==> src/rtl/fir_sample_sequencer.sv <==
// Sample FIFO plus run/busy sequencer in front of the 16-tap FIR core.
// Define FIR_SEQ_DECIM_EN to forward only every DECIM-th filtered result.
//   state  | meaning
//   IDLE   | wait for a queued sample and an idle FIR core
//   LAUNCH | one-cycle fir_run pulse
//   WAIT   | wait for fir_busy to drop, abort after TIMEOUT busy cycles
//   OUT    | hold the result on the output stream until accepted
module fir_sample_sequencer #(
  parameter int DEPTH   = 8,
  parameter int TIMEOUT = 16,
  parameter int DECIM   = 2
) (
  input  logic                     i_clk,
  input  logic                     i_rst_n,
  input  logic                     i_s_valid,
  output logic                     o_s_ready,
  input  logic [15:0]              i_s_data,
  output logic                     o_m_valid,
  input  logic                     i_m_ready,
  output logic [15:0]              o_m_data,
  output logic                     o_fir_run,
  output logic [15:0]              o_fir_sample,
  input  logic                     i_fir_busy,
  input  logic [15:0]              i_fir_data,
  output logic [$clog2(DEPTH):0]   o_fifo_level,
  output logic                     o_timeout_err
);

  localparam int AW = $clog2(DEPTH);
  localparam int TW = $clog2(TIMEOUT + 1);

  typedef enum logic [1:0] {IDLE, LAUNCH, WAIT, OUT} state_t;

  state_t        r_state, w_state_nxt;
  logic [15:0]   r_mem [DEPTH];
  logic [AW-1:0] r_wr_ptr, r_rd_ptr;
  logic [AW:0]   r_level;
  logic [TW-1:0] r_tcnt;
  logic [15:0]   r_fir_sample, r_m_data;
  logic          r_timeout_err;
  logic          w_push, w_pop, w_full, w_empty, w_capture, w_abort, w_keep;

  assign w_full       = (r_level == (AW+1)'(DEPTH));
  assign w_empty      = (r_level == '0);
  assign w_push       = i_s_valid && !w_full;
  assign o_s_ready    = !w_full;
  assign o_fifo_level = r_level;
  assign o_fir_run    = (r_state == LAUNCH);
  assign o_m_valid    = (r_state == OUT);
  assign o_fir_sample = r_fir_sample;
  assign o_m_data     = r_m_data;
  assign o_timeout_err = r_timeout_err;

`ifdef FIR_SEQ_DECIM_EN
  localparam int PW = (DECIM > 1) ? $clog2(DECIM) : 1;
  logic [PW-1:0] r_phase;

  assign w_keep = (r_phase == PW'(DECIM - 1));

  // Phase only moves on real captures so timeouts do not shift the output grid.
  always_ff @(posedge i_clk or negedge i_rst_n) begin
    if (!i_rst_n) begin
      r_phase <= '0;
    end else if (w_capture) begin
      r_phase <= w_keep ? '0 : r_phase + 1'b1;
    end
  end
`else
  assign w_keep = (DECIM >= 1);
`endif

  always_comb begin
    w_state_nxt = r_state;
    w_pop       = 1'b0;
    w_capture   = 1'b0;
    w_abort     = 1'b0;
    case (r_state)
      IDLE: begin
        // The FIR core has no reset, so it may still be busy after ours.
        if (!w_empty && !i_fir_busy) begin
          w_pop       = 1'b1;
          w_state_nxt = LAUNCH;
        end
      end
      LAUNCH: w_state_nxt = WAIT;
      WAIT: begin
        if (!i_fir_busy) begin
          w_capture   = 1'b1;
          w_state_nxt = w_keep ? OUT : IDLE;
        end else if (r_tcnt == TW'(TIMEOUT - 1)) begin
          w_abort     = 1'b1;
          w_state_nxt = IDLE;
        end
      end
      OUT: begin
        if (i_m_ready) w_state_nxt = IDLE;
      end
      default: w_state_nxt = IDLE;
    endcase
  end

  always_ff @(posedge i_clk) begin
    if (w_push) r_mem[r_wr_ptr] <= i_s_data;
  end

  always_ff @(posedge i_clk or negedge i_rst_n) begin
    if (!i_rst_n) begin
      r_state       <= IDLE;
      r_wr_ptr      <= '0;
      r_rd_ptr      <= '0;
      r_level       <= '0;
      r_tcnt        <= '0;
      r_fir_sample  <= '0;
      r_m_data      <= '0;
      r_timeout_err <= 1'b0;
    end else begin
      r_state <= w_state_nxt;
      if (w_push) r_wr_ptr <= r_wr_ptr + 1'b1;
      if (w_pop) begin
        r_rd_ptr     <= r_rd_ptr + 1'b1;
        r_fir_sample <= r_mem[r_rd_ptr];
      end
      case ({w_push, w_pop})
        2'b10:   r_level <= r_level + 1'b1;
        2'b01:   r_level <= r_level - 1'b1;
        default: r_level <= r_level;
      endcase
      if (r_state == LAUNCH) begin
        r_tcnt <= '0;
      end else if (r_state == WAIT && i_fir_busy && !w_abort) begin
        r_tcnt <= r_tcnt + 1'b1;
      end
      if (w_capture) r_m_data <= i_fir_data;
      if (w_abort) r_timeout_err <= 1'b1;
    end
  end

endmodule

==> config.mk <==
export PLATFORM = sky130hd
export DESIGN_NAME = fir_sample_sequencer
export DESIGN_NICKNAME = d
export VERILOG_FILES = /design/src/rtl/fir_sample_sequencer.sv
export SDC_FILE = /design/constraint.sdc
export NUM_CORES = 1
export LEC_CHECK = 0
export ABC_AREA = 1
export CORE_AREA = 2 2 147 135
export CTS_CLUSTER_SIZE = 16
export DETAILED_ROUTE_END_ITERATION = 8
export DIE_AREA = 0 0 149 137
export PLACE_DENSITY_LB_ADDON = 0.2
export REMOVE_ABC_BUFFERS = 1
export SETUP_SLACK_MARGIN = 0.5
export SLEW_MARGIN = 15
export SYNTH_ARGS = -nofsm -noshare
export SYNTH_HDL_FRONTEND = slang
export SYNTH_SLANG_ARGS = --single-unit
==> constraint.sdc <==
create_clock -name i_clk -period 2.4 [get_ports i_clk]
set_input_delay 0.6 -clock i_clk [delete_from_list [all_inputs] [get_ports i_clk]]
set_output_delay 0.6 -clock i_clk [all_outputs]
set_load 0.1 [all_outputs]
==> flow_summary.toml <==
[worst_setup_path]
worst_setup_path_startpoint = "o_fifo_level[0]"
crit_path_cell_trace = "nor2_4, nand3_4, buf_12"
timing.critical_path.required_ps = 1800
slowest_delay_ps = 430
reg2reg_from = "o_fifo_level[0]"
r2r_cells = 12
cp-start-kind = "flip-flop"
worst_ep_arrival_time_ps = 1350
endpoint_kind = "output port"
critPathKind = "flip-flop to output port"
crit_fanout = 3
crit_slowest_cell = "sky130_fd_sc_hd__dfrtp_2"

[global_route]
antenna_found_initial = 0
grt_remaining_overflow = 0
track_usage_pct = 17.30
pin_count_of_the_biggest_net_entering_global_routing = 66
grt_pass1_wl_um = 26680
grt_pass1_vias = 5102

[logic_synthesis]
netlist-cell-type-count = 30
adder_cell_fraction_of_synth_area_pct = 1.208
synth.ff_latch_count = 178
yosysMostFrequentCell = "sky130_fd_sc_hd__nor2_1"
synth_enable_flop_cells = 128
ys_dominant_reg_cell = "sky130_fd_sc_hd__edfxtp_1"
synth.largest_area_cell = "sky130_fd_sc_hd__edfxtp_1"
synthesized_area_fraction_occupied_by_and_or_nand_nor_cells_pct = 18.55
netlist_area_mm2 = 0.007251
synth.mux.area_fraction_pct = 0
fraction_of_synthesized_cell_area_in_xor_and_xnor_cells_pct = 0.8283
ys_seq_area_share_pct = 70.27
netlist_instances = 640
syn-mean-instance-area_um2 = 11.33
netlist.area_leader.share_pct = 53.01
async_reset_ff_share_pct = 28.09
synth_top_family_by_area = "simple AND/OR/NAND/NOR gates"
synthTopCellsByArea = "sky130_fd_sc_hd__edfxtp_1, sky130_fd_sc_hd__dfrtp_1, sky130_fd_sc_hd__nor2_1, sky130_fd_sc_hd__nand2_1, sky130_fd_sc_hd__nand3_1"
yosysWarningCount = 0
synth_commonest_cells = "sky130_fd_sc_hd__nor2_1, sky130_fd_sc_hd__edfxtp_1, sky130_fd_sc_hd__nand2_1"
synth_compound_area_share_pct = 5.349

[die]
chip_width_um = 149
ios = 77
floorplan.initialDensity_pct = 38.45
floorplan.core_area_mm2 = 0.01886
die_h_um = 137
dieArea_mm2 = 0.02041
core.rowCount = 48

[routing]
route.vias.total = 4895
detail_route.iter0.violations = 348
top_layer_used = "met4"
drt_wl_cell_um = 17.03
detail_route.first_pass.iterations = 5
viasPerCell = 4.900
met2_wirelength_um = 8448
postRouteAntennaNets = 0
post-route-drc-count = 0
wl_um = 17010
route.layer.met1.wl_um = 7304
detailroute.wirelength.met3_um = 904

[timing]
finalMaxSlewViolations = 0
fin_tns_setup_ps = 0
maxSlewHeadroom_pct = 50.56
grt_setup_unrepaired = "yes"
setup_viol = 0
max_slew.worst_pin.slew_ps = 741.6
final-hold-violation-count = 0
achievable-frequency_ghz = 0.5134
finalClockSkew_ps = 8.186
timing.final.crit_period_ps = 1948
setup_slack_ps = 452.3
finalCritPeriodShare_pct = 81.15

[clock_tree]
worst_setup_hold_path_clk_slew_ps = 70
total_cts_buffers = 17
clock_sink_count = 178
clk_latency_ps = 430
h_tree_lvl_count = 4
clockBufferDepth = 2
cts_hold_repair.buffers = 0
clock_tree_from_tritoncts = "built"
clockRootBuffer = "sky130_fd_sc_hd__clkbuf_16"

[finish]
final_layout_size_suffix_gt1_share_pct = 17.76
fin_util_pct = 47.89
final_cell_count_without_fillers = 999
design.final.nets = 780
synthToLayoutAreaGrowth_pct = 24.56
antenna-diode-count = 0

[status]
status = "completed"

[placement]
gp_congestion = 0.7439
place.port_buffers = 76
place_worst_setup_slack_ps = -88.49
inst_count_dp = 960
dpl.hpwl_um = 10110

[power_and_ir_drop]
static-leakage-power_nw = 3.566
power_per_cell_area_mw_per_mm2 = 1485
ir_worst_vdd_v = 0.0008081
total_power_mw = 13.41

[run]
max_cap_viol_count = 0

[min_path]
hold_path_class = "input port to asynchronous set/reset pin"
## worst max-delay path, delay by kind of cell (launching register included)
kind / cells / cell delay (ps)
DFF: 1 / 430
and+or+nand+nor: 2 / 300
buffers and inverters: 1 / 190
## final cells by class
class / instances / area, um^2
tap: 250 / 312.8
clock inverter: 14 / 209.0
clock buffer: 18 / 429.2
multi-input combinational: 412 / 1947
inverter: 21 / 78.83
fill: 1725 / 9827
sequential: 178 / 5102
timing repair buffer: 106 / 952.2
## where the power goes
group	internal [mW]	switching (mW)
logic	1.55	4.53
registers	4.00	0.340
clock network	1.85	1.14
total	7.40	6.01
## placed cells by master (no fill, tap or decap), drive strengths merged, types with 5 or more instances in the layout
cell type	n
nor2	149
edfxtp	128
nand2	112
buf	71
o21ai	68
nand3	57
dfrtp	50
clkdlybuf4s50	33
inv	24
clkbuf	18
ha	7
bufinv	5
## timing repair
| item | 4_1_cts | 5_1_grt |
|---|---|---|
| buffers inserted | 6 | 1 |
| pin swaps | 2 | 5 |
| gates resized for setup | 15 | 15 |
| setup endpoints to repair | 5 | 5 |
## layer usage
layer  up-vias  GRT usage (%)
met5         -              0
met1      2374          21.84
met2       132          29.37
met4         0          6.296
met3        23          3.900
li1       2366              -
## metrics by stage
stage	instance area (um^2)	hold WS, ps
6_report	9031	138.8
5_1_grt	9031	165.5
4_1_cts	8965	146.4
3_5_place_dp	8247	462.4
3_3_place_gp	8247	457.5
2_1_floorplan	7054	304.4
## final timing paths
kind                                   end  slack, ps
setup / recovery                 o_s_ready        450
hold reg to reg                o_m_data[0]        480
setup reg to reg           o_fifo_level[2]        480
hold / removal                o_m_data[14]        140
min in group i_clk             o_m_data[0]        480
max in group asynchronous      r_rd_ptr[0]       1600
## sequential cells by signal (all words and copies together), names as in the netlist
name and cells:
r_state 2, o_timeout_err 1, o_m_data 16, r_mem 128
r_wr_ptr 3, o_fir_sample 16, r_rd_ptr 3, r_tcnt 5
o_fifo_level 4
## logic make-up after synthesis
group           after synthesis
compound gates               76
xor+xnor                      6
fa+ha+maj                     7
buf+inv                      50
flops                       178
simple gates                323
(Power assumes the default switching activity.)
